$ cat src/rtl/router_pkg.sv
// router_pkg: shared widths, header length field position and tagged FIFO entry type.
package router_pkg;
  localparam int DATA_W_DEF = 8;
  localparam int LEN_MSB = DATA_W_DEF - 1;
  localparam int LEN_LSB = 2;
  typedef struct packed {
    logic                  hdr;
    logic [DATA_W_DEF-1:0] data;
  } entry_t;
endpackage

$ cat src/rtl/router_fifo_mem.sv
// router_fifo_mem: DEPTH x W register array, one sync write port, one registered read port.
module router_fifo_mem #(
  parameter int W     = 9,
  parameter int DEPTH = 16
) (
  input  logic                     clk,
  input  logic                     i_rst,
  input  logic                     i_we,
  input  logic [$clog2(DEPTH)-1:0] i_waddr,
  input  logic [W-1:0]             i_wdata,
  input  logic                     i_re,
  input  logic [$clog2(DEPTH)-1:0] i_raddr,
  output logic [W-1:0]             o_rdata
);
  logic [W-1:0] r_mem [DEPTH];
  always_ff @(posedge clk) begin
    if (i_we) r_mem[i_waddr] <= i_wdata;
  end
  // Only the read register is cleared; the array keeps its contents.
  always_ff @(posedge clk) begin
    if (i_rst) o_rdata <= '0;
    else if (i_re) o_rdata <= r_mem[i_raddr];
  end
endmodule

$ cat src/rtl/router_pkt_fifo.sv
// router_pkt_fifo: tagged router output FIFO with read-side packet tracking and flush.
// Optional watchdog flush enabled by defining ROUTER_PKT_FIFO_TIMEOUT_EN.
module router_pkt_fifo
  import router_pkg::*;
#(
  parameter int DATA_W    = DATA_W_DEF,
  parameter int DEPTH     = 16,
  parameter int AF_MARGIN = 2,
  parameter int TIMEOUT   = 30
) (
  input  logic                     clk,
  input  logic                     rst,
  input  logic                     soft_rst,
  input  logic                     write_enb,
  input  logic                     read_enb,
  input  logic                     lfd_state,
  input  logic [DATA_W-1:0]        data_in,
  output logic [DATA_W-1:0]        data_out,
  output logic                     data_out_valid,
  output logic                     full,
  output logic                     empty,
  output logic                     almost_full,
  output logic [$clog2(DEPTH):0]   count,
  output logic                     pkt_active,
  output logic                     pkt_end,
  output logic                     pkt_err,
  output logic                     timeout
);
  localparam int AW = $clog2(DEPTH);
  localparam int CW = AW + 1;
  localparam int PW = $clog2((2 ** (DATA_W - 2)) + 1);
  logic [AW-1:0]       r_wr_ptr, r_rd_ptr;
  logic [CW-1:0]       r_cnt;
  logic [PW-1:0]       r_pkt_cnt, w_pkt_cnt;
  logic                r_valid, w_we, w_re, w_flush, w_wd_hit, w_hdr;
  logic [DATA_W:0]     w_rdata;
  logic [DATA_W-3:0]   w_len;
  assign full        = r_cnt == CW'(DEPTH);
  assign empty       = r_cnt == '0;
  assign almost_full = r_cnt >= CW'(DEPTH - AF_MARGIN);
  assign count       = r_cnt;
  assign w_we        = write_enb && !full;
  assign w_re        = read_enb && !empty;
  assign w_flush     = rst || soft_rst || w_wd_hit;
  router_fifo_mem #(.W(DATA_W + 1), .DEPTH(DEPTH)) u_mem (
    .clk     (clk),
    .i_rst   (w_flush),
    .i_we    (w_we),
    .i_waddr (r_wr_ptr),
    .i_wdata ({lfd_state, data_in}),
    .i_re    (w_re),
    .i_raddr (r_rd_ptr),
    .o_rdata (w_rdata)
  );
  assign {w_hdr, data_out} = w_rdata;
  assign w_len             = data_out[DATA_W-1:LEN_LSB];
  assign data_out_valid    = r_valid;
  // Packet state is advanced by the word currently presented, so all pulses line up with data_out_valid.
  always_comb begin
    w_pkt_cnt = !r_valid ? r_pkt_cnt :
                w_hdr ? PW'(w_len) + PW'(1) :
                r_pkt_cnt != '0 ? r_pkt_cnt - PW'(1) : '0;
  end
  assign pkt_active = w_pkt_cnt != '0;
  assign pkt_end    = r_valid && !w_hdr && r_pkt_cnt == PW'(1);
  assign pkt_err    = r_valid && w_hdr && r_pkt_cnt != '0;
  always_ff @(posedge clk) begin
    if (w_flush) begin
      r_wr_ptr  <= '0;
      r_rd_ptr  <= '0;
      r_cnt     <= '0;
      r_valid   <= 1'b0;
      r_pkt_cnt <= '0;
    end else begin
      r_wr_ptr  <= r_wr_ptr + AW'(w_we);
      r_rd_ptr  <= r_rd_ptr + AW'(w_re);
      r_cnt     <= r_cnt + CW'(w_we) - CW'(w_re);
      r_valid   <= w_re;
      r_pkt_cnt <= w_pkt_cnt;
    end
  end
`ifdef ROUTER_PKT_FIFO_TIMEOUT_EN
  localparam int TW = $clog2(TIMEOUT + 1);
  logic [TW-1:0] r_wd;
  logic          r_timeout;
  assign w_wd_hit = r_wd == TW'(TIMEOUT);
  assign timeout  = r_timeout;
  always_ff @(posedge clk) begin
    r_timeout <= w_wd_hit && !rst && !soft_rst;
    if (w_flush || empty || w_re) r_wd <= '0;
    else r_wd <= r_wd + TW'(1);
  end
`else
  assign w_wd_hit = 1'b0;
  assign timeout  = TIMEOUT < 0;
`endif
endmodule

$ cat config.mk
export PLATFORM = sky130hd
export DESIGN_NAME = router_pkt_fifo
export DESIGN_NICKNAME = d
export VERILOG_FILES = /design/src/rtl/router_pkg.sv /design/src/rtl/router_fifo_mem.sv /design/src/rtl/router_pkt_fifo.sv
export SDC_FILE = /design/constraint.sdc
export NUM_CORES = 1
export LEC_CHECK = 0
export ABC_AREA = 1
export CORE_AREA = 8 8 219 116
export DETAILED_ROUTE_END_ITERATION = 8
export DIE_AREA = 0 0 227 124
export GPL_TIMING_DRIVEN = 0
export HOLD_SLACK_MARGIN = 0.12
export SYNTH_ARGS = -nofsm -noshare
export SYNTH_HDL_FRONTEND = slang
export SYNTH_SLANG_ARGS = --single-unit
export TNS_END_PERCENT = 1
$ cat constraint.sdc
create_clock -name clk -period 2.67 [get_ports clk]
set_clock_uncertainty 0.2 [all_clocks]
set_input_delay 0.534 -clock clk [delete_from_list [all_inputs] [get_ports clk]]
set_output_delay 0.534 -clock clk [all_outputs]
set_load 0.01 [all_outputs]
==> results.toml, run 1 <==
[power]
comb_power_share = 0.242
leakagePower_nw = 3.31
p_switching_mw = 2.21
powerDensity_nw_per_um2 = 797
power_mw = 7.36
internal-power_mw = 5.15
swShare = 0.301
ir_drop_v = 0.000460
p_clk_frac = 0.329
seqPwrFrac = 0.430

[timing]
setup_viol = 1
period_minus_slack_ns = 2.75
max_freq_mhz = 363
rsz0062_at_grt = "yes"
drv_slew = 0
finalHoldViolations = 0
worst_pin_slew_ns = 0.930
slew_headroom = 0.378
setup_ws_ns = -0.0827
period_share = 1.03

[synthesis]
synth_simple_gate_area_share = 0.160
synth_area_per_cell_um2 = 10.7
synth_compound_area_frac = 0.0968
syn_inst = 716
syn_area_um2 = 7660
syn_nets = 748
ys_types = 33
synth_top_family_by_area = "simple AND/OR/NAND/NOR gates"
ys_seq_area_frac = 0.643
synth-seq-cells = 174
synthMuxAreaShare = 0
synthAdderAreaFrac = 0.0304
synth_warnings = 0
synth-xor-area-share = 0.00229

[clock_network]
cts_buffers = 17
cts_sinks = 174
cts_root_buffer = "clkbuf_16"
htree_levels = 4
cts.hold.buffers_added = 0
cts_max_path_buffers = 2
cts_tree = "done"
clkTransAtPathRegs_ns = 0.07
clk_latency_ns = 0.44

[global_route]
antenna_found_initial = 2
grtUsageTotal = 0.155
grt_pass1_vias = 5191
grt_overflow = 0
grt_max_degree = 17
grt_pass1_wl_mm = 31.8

[critical_path]
rr_startpoint = "count[3]"
r2r_cells = 15
startpoint_type = "flop"
end_kind = "output pin"
path_max_fanout = 9
crit_arrival_ns = 2.02
r2r-end = "count[4]"
worstPathRequired_ns = 1.94
crit_type = "flop to output pin"
r2r_setup_slack_ns = 0.05

[floorplan]
die_w_um = 227
start_util = 0.343
ios = 35
row_count = 39
die_h_um = 124
die-area_um2 = 28100
core_um2 = 22300

[route]
routed_wl_mm = 21.2
first_pass_iters = 5
wl_per_cell_um = 19.1
via_per_inst = 5.01
drtIter0Drc = 769
vias = 5548
drtAntennaViolNets = 0
route.detailed.drc = 0

[layout]
most-common-layout-cells = "nor2_1 (154), edfxtp_1 (144), nand2_1 (59)"
diodes = 0
fin_nets = 819
multi_input_area_um2 = 2340
drive_above_1_share = 0.165
fin_cells = 1107
layout-area-overhead-vs-synth_pct = 20.6
final_common_cell = "nor2_1"
seqCellArea_um2 = 4940
fillCellCount = 2178

[placement]
port_buffers = 33
gp_congestion = 0.879
hpwl_mm = 14.9
placed_cells = 1056

[status]
violations = "negative setup slack"
status = "complete, but fails checks"

[min_path]
hold_start = "r_wr_ptr[3]"
holdCritPathClass = "flop to flop"
worstHoldEndpoint = "r_wr_ptr[3]"
hold_depth = 2

[flow_run]
drv_cap = 0
[per-layer routing]
layer	GRT usage	up-vias	wire length, um
met5	0	-	0
met2	0.191	281	7780
met1	0.248	2649	10700
met3	0.0508	15	2520
li1	-	2603	-
met4	0.0395	0	155
[worst max-delay path, stage by stage, from the launching register on]
cell        delay [ns]
dfxtp_1           0.40
buf_6             0.18
clkinvlp_4        0.16
a22oi_2           0.22
nand2_1           0.09
nor2_2            0.16
nand2_1           0.08
nor2_2            0.11
nand2_1           0.05
buf_2             0.13
[kinds of logic (layout without fill, tap and decap cells)]
| group | after synthesis | in the layout |
|---|---|---|
| other cells | 1 | 1 |
| buf+inv | 96 | 180 |
| flops | 174 | 174 |
| fa+ha+maj | 18 | 18 |
| simple gates | 295 | 295 |
| compound gates | 130 | 130 |
| xor+xnor | 2 | 2 |
[metrics by stage]
| stage | TNS, ns | hold slack [ns] | worst slack [ns] | area, um^2 | utilization |
|---|---|---|---|---|---|
| floorplan | 0 | 0.295 | 0.0218 | 7690 | - |
| global placement | -27.44 | 0.323 | -0.491 | 8410 | 0.376 |
| detailed placement | -28.59 | 0.321 | -0.504 | 8410 | 0.376 |
| CTS | -0.0645 | 0.331 | -0.0645 | 9160 | 0.410 |
| global route | -0.262 | 0.387 | -0.171 | 9240 | 0.413 |
| finish | -0.0827 | 0.333 | -0.0827 | 9240 | 0.413 |
[power groups by stage]
stage | clock network (mW) | logic (mW) | registers (mW)
6_report | 2.42 | 1.78 | 3.16
5_1_grt | 2.54 | 1.96 | 3.18
4_1_cts | 2.46 | 1.73 | 3.16
3_5_place_dp | 0 | 1.69 | 3.21
3_3_place_gp | 0 | 1.69 | 3.21
2_1_floorplan | 0 | 1.06 | 3.20
[state kept, by name (all words and copies together), names as in the netlist]
name,cells
r_wr_ptr,4
r_rd_ptr,4
r_pkt_cnt,7
u_mem.o_rdata,9
u_mem.r_mem,144
count,5
data_out_valid,1
[layout make-up]
type                       instances  share of cell area
clock buffer                      23              0.0485
tap                              307              0.0416
multi-input combinational        446               0.253
sequential                       174               0.535
inverter                          54              0.0242
timing repair buffer              53              0.0521
clock inverter                     9              0.0123
buffer                            41              0.0332
[synthesized netlist by cell type (all sizes together)]
master,number,share of area
a21oi,18,0.012
a22oi,1,0.00098
a31oi,1,0.00082
buf,35,0.037
clkbuf,7,0.0034
conb,1,0.00049
dfxtp,30,0.078
edfxtp,144,0.56
fa,1,0.0026
ha,17,0.028
inv,54,0.027
nand2,64,0.032
nand3,53,0.035
nand4,4,0.0033
nor2,170,0.086
nor3b,1,0.00098
o211ai,27,0.026
o21a,1,0.00098
o21ai,79,0.053
o21bai,2,0.0020
o22ai,1,0.00082
or2,3,0.0025
xor2,2,0.0023
[worst max path at each step]
stage,to,cells after the start,startpoint
floorplan,count[4],16,count[3]
global placement,count[4],14,read_enb
detailed placement,count[4],14,read_enb
CTS,pkt_active,13,r_pkt_cnt[1]
global route,pkt_active,9,data_out_valid
finish,pkt_active,9,data_out_valid
[repair_timing]
action                                  4_1_cts  5_1_grt
resized for setup                            36       16
pin swaps                                    12        7
buffers inserted                             15        5
endpoints found under the setup margin       23       75
Note: power is estimated with default switching activity, not from simulation.
==> inputs of run 2 (changes only) <==
Settings changed: CORE_AREA 8 8 219 116 to 8 8 194 104, DIE_AREA 0 0 227 124 to 0 0 202 112.
==> run 2 against run 1 <==
Die area decreased by 20%. Power increased by 0.12%. Critical path depth increased by 2. Sequential share of layout area grew 0.49 points. Critical endpoint unchanged. Largest power group unchanged. The flow now finishes without violations. Clock-buffer cell count grew 2.
==> results.toml, run 2 (synthesized netlist as in run 1, its figures left out) <==
[critical_path]
cpPeakStageDelay_ns = 0.34
path_max_fanout = 4
cp_cell_sequence = "clkinv_4 > ha_4 > nand2_4 > nor2_4 > nor2_4 > buf_6 > a21oi_4 > nand2_1 > nor2_1 > nand2_1 > buf_2"
startpoint_type = "flop"
crit_type = "flop to output pin"
worstPathRequired_ns = 1.94
crit_arrival_ns = 1.92
critPathSlowestCell = "dfxtp_2"
r2r_cells = 15
end_kind = "output pin"

[floorplan]
start_util = 0.434
ios = 35
core_um2 = 17600
die_w_um = 202
row_count = 35
die-area_um2 = 22600
die_h_um = 112

[clock_network]
clkTransAtPathRegs_ns = 0.07
cts_buffers = 17
cts.hold.buffers_added = 0
cts_root_buffer = "clkbuf_16"
cts_tree = "done"
clk_latency_ns = 0.43
cts_sinks = 174
htree_levels = 4
cts_max_path_buffers = 2

[flow_run]
drv_cap = 0

[power]
internal-power_mw = 5.19
powerDensity_nw_per_um2 = 805
comb_power_share = 0.255
p_clk_frac = 0.317
p_switching_mw = 2.18
seqPwrFrac = 0.428
ir_drop_v = 0.000514
swShare = 0.296
leakagePower_nw = 3.35

[layout]
drive_above_1_share = 0.169
utilization = 0.519
diodes = 0
layout-area-overhead-vs-synth_pct = 19.5
fin_nets = 818
fin_cells = 1039
top_regs = "u_mem.r_mem (144), u_mem.o_rdata (9), r_pkt_cnt (7)"
final_common_cell = "nor2_1"
largest_reg_flops = 144
most-common-layout-cells = "nor2_1 (161), edfxtp_1 (144), nand2_1 (58)"
regMostFlops = "u_mem.r_mem"
final_area_um2 = 9150

[timing]
setup_ws_ns = 0.0144
max_freq_mhz = 377
drv_slew = 0
period_share = 0.995
period_minus_slack_ns = 2.66
rsz0062_at_grt = "yes"
slew_headroom = 0.407
worst_pin_slew_ns = 0.887
finalHoldViolations = 0
setup_viol = 0

[global_route]
grt_pass1_wl_mm = 30.9
grtUsageTotal = 0.182
antenna_found_initial = 0
grt_pass1_vias = 5316
grt_max_degree = 17
grt_overflow = 0

[placement]
hpwl_mm = 14.4
placed_cells = 989
port_buffers = 33
gp_congestion = 0.855
detailed_place.area_um2 = 8320
dpl_worst_slack_ns = -0.450

[route]
routed_wl_mm = 20.4
route.detailed.drc = 0
vias = 5541
wl_per_cell_um = 19.6
via_per_inst = 5.33
drtIter0Drc = 511
first_pass_iters = 5
drtAntennaViolNets = 0

[min_path]
hold_depth = 2
holdCritPathClass = "flop to flop"

[status]
status = "complete, no violations"
[run 2: cell type report]
type / count / area [um^2]
clock buffer: 25 / 512
multi-input combinational: 446 / 2360
inverter: 54 / 226
clock inverter: 7 / 35.0
timing repair buffer: 52 / 474
buffer: 41 / 307
tap: 240 / 300
fill: 1557 / 8500
sequential: 174 / 4940
[run 2: final timing paths]
path | slack, ns | from | to
setup / recovery | 0.01 | r_pkt_cnt[0] | pkt_active
hold / removal | 0.35 | r_pkt_cnt[5] | r_pkt_cnt[5]
setup reg to reg | 0.03 | count[3] | count[4]
hold reg to reg | 0.35 | r_pkt_cnt[5] | r_pkt_cnt[5]
[run 2: power groups by stage]
stage,registers (mW),clock network (mW),logic [mW]
after global routing,3.17,2.48,2.08
after floorplan,3.20,0,1.06
after global placement,3.20,0,1.64
final,3.15,2.34,1.88
after CTS,3.15,2.35,1.76
after detailed placement,3.21,0,1.68
[run 2: per-layer routing]
layer,GRT usage,wire [um]
met4,0.0455,240
met3,0.0649,1880
met5,0,0
met1,0.270,9960
met2,0.245,8300
[run 2: worst max-delay path, delay by kind of cell, from the launching register on]
kind / cells / cell delay (ns)
buffers and inverters: 3 / 0.35
adders and majority gates: 1 / 0.14
AOI/OAI and AO/OA: 1 / 0.16
and+or+nand+nor: 6 / 0.50
DFF: 1 / 0.34
[run 2: what timing repair did]
| item | 4_1_cts | 5_1_grt |
|---|---|---|
| setup buffers | 11 | 8 |
| pin swaps | 9 | 10 |
| endpoints found under the setup margin | 19 | 17 |
| resized for setup | 31 | 23 |
[run 2: metrics by stage]
step	hold WS [ns]	TNS, ns	power [mW]
6_report	0.346	0	7.37
5_1_grt	0.358	-0.287	7.72
2_1_floorplan	0.295	0	4.25
3_5_place_dp	0.329	-26.52	4.89
3_3_place_gp	0.316	-24.80	4.84
4_1_cts	0.338	0	7.26
==> inputs of run 3 (changes only) <==
Settings changed: ABC_CLOCK_PERIOD_IN_PS from default to 2150.
Clock period 2.67 ns to 2.15 ns, I/O delays scaled along.
==> run 3 against run 2 <==
Global-route usage is 0.11 points higher. Critical path depth stayed put. Final cell count is 0.48% higher. Design area is 2.4% higher. The run now ends with negative setup slack left. Power rose by 25%.
==> results.toml, run 3 (synthesized netlist as in run 1, its figures left out) <==
[floorplan]
die_w_um = 202
start_util = 0.434
ios = 35
core_um2 = 17600
die_h_um = 112
row_count = 35
die-area_um2 = 22600

[layout]
final_area_um2 = 9370
fin_nets = 823
top_regs = "u_mem.r_mem (144), u_mem.o_rdata (9), r_pkt_cnt (7)"
drive_above_1_share = 0.213
utilization = 0.531
fin_cells = 1044
largest_reg_flops = 144
multi_input_area_um2 = 2540
fillCellCount = 1513
regMostFlops = "u_mem.r_mem"
seqCellArea_um2 = 4960
final_common_cell = "nor2_1"
diodes = 0
layout-area-overhead-vs-synth_pct = 22.3
most-common-layout-cells = "nor2_1 (145), edfxtp_1 (144), nand2_1 (58)"

[clock_network]
cts_sinks = 174
htree_levels = 4
clkTransAtPathRegs_ns = 0.07
cts.hold.buffers_added = 0
cts_tree = "done"
clk_latency_ns = 0.43
cts_buffers = 17
cts_max_path_buffers = 2
cts_root_buffer = "clkbuf_16"

[min_path]
holdCritPathClass = "flop to flop"
hold_start = "r_wr_ptr[3]"

[placement]
dpl_worst_slack_ns = -0.877
placed_cells = 989
port_buffers = 33
gp_congestion = 0.833
hpwl_mm = 14.4
detailed_place.area_um2 = 8350

[critical_path]
critPathSlowestCell = "dfxtp_4"
crit_family = "simple AND/OR/NAND/NOR gates"
worstPathRequired_ns = 1.52
r2r_setup_slack_ns = -0.39
path_max_fanout = 4
startpoint_type = "flop"
rr_startpoint = "count[3]"
cp_cell_sequence = "inv_6 > ha_4 > nand2_4 > nor2_4 > nor2_4 > buf_6 > a21oi_2 > nand2_1 > nor2_1 > nand2_1 > buf_2"
crit_arrival_ns = 1.96
worst-path-buf-inv = 3
cpPeakStageDelay_ns = 0.36
crit_type = "flop to output pin"
crit_start = "r_pkt_cnt[0]"
end_kind = "output pin"

[timing]
setup_viol = 6
rsz0062_at_grt = "yes"
drv_slew = 0
fin_setup_tns_ns = -1.32
max_freq_mhz = 387
worst_pin_slew_ns = 0.861
setup_ws_ns = -0.435
finalHoldViolations = 0
period_share = 1.20
period_minus_slack_ns = 2.59
slew_headroom = 0.424
whs_ns = 0.339

[power]
comb_power_share = 0.259
leakagePower_nw = 3.35
internal-power_mw = 6.44
swShare = 0.301
p_clk_frac = 0.313
ir_drop_v = 0.000582
p_switching_mw = 2.77
seqPwrFrac = 0.427
power_mw = 9.21
powerDensity_nw_per_um2 = 983

[route]
routed_wl_mm = 20.5
wl_per_cell_um = 19.6
drtIter0Drc = 480
route.detailed.drc = 0
first_pass_iters = 5
via_per_inst = 5.30
drtAntennaViolNets = 0
vias = 5531

[status]
violations = "negative setup slack"
status = "complete, but fails checks"

[global_route]
grtUsageTotal = 0.183
antenna_found_initial = 0
grt_overflow = 0
grt_pass1_wl_mm = 31.0
grt_pass1_vias = 5343
grt_max_degree = 17

[flow_run]
drv_cap = 0
[run 3: cell types whose count changed in the layout (fill, tap and decap cells not counted), sizes merged]
| cell | previous run | this run |
|---|---|---|
| clkdlybuf4s50 | 31 | 27 |
| inv | 51 | 53 |
| clkbuf | 32 | 35 |
| buf | 54 | 63 |
| dlymetal6s2s | 1 | 0 |
| clkinvlp | 1 | 2 |
| clkinv | 9 | 4 |
[run 3: timing repair]
action | 4_1_cts | 5_1_grt
buffers inserted | 12 | 12
gates cloned | 0 | 0
resized for setup | 81 | 45
endpoints found under the setup margin | 160 | 140
pin swaps | 10 | 21
[run 3: final cells by class]
cell class / count / area share
multi-input cells: 446 / 0.271
inverters: 54 / 0.0243
clock buffers: 27 / 0.0550
clock inverters: 5 / 0.00307
well taps: 240 / 0.0320
repair buffers: 57 / 0.0530
plain buffers: 41 / 0.0323
flip-flops and latches: 174 / 0.529
[run 3: final timing paths]
path | endpoint | cells past startpoint
max | pkt_active | 11
min | r_wr_ptr[3] | 2
max reg2reg | count[4] | 15
min reg2reg | r_wr_ptr[3] | 2
[run 3: worst reg2reg max path, stage by stage (launching register included)]
cell	delay (ns)
dfxtp_4	0.35
inv_4	0.06
ha_4	0.13
nand3_4	0.10
o21ai_4	0.21
clkinv_4	0.09
ha_4	0.22
inv_2	0.06
ha_4	0.12
inv_2	0.04
fa_2	0.36
inv_2	0.06
a21oi_2	0.05
o21ai_2	0.18
a21oi_1	0.09
o21a_1	0.12
[run 3: metal layers]
layer | track usage | wire length (um) | up-vias
met5 | 0 | 0 | -
met4 | 0.0518 | 211 | 0
met3 | 0.0449 | 1950 | 18
met2 | 0.247 | 8370 | 211
met1 | 0.282 | 9980 | 2689
li1 | - | - | 2613
[run 3: power by group through the flow]
stage	combinational (mW)	sequential, mW	clock [mW]
finish	2.39	3.94	2.88
global route	2.62	3.95	3.03
CTS	2.23	3.94	2.90
detailed placement	2.14	3.99	0
global placement	2.09	3.99	0
floorplan	1.35	3.98	0
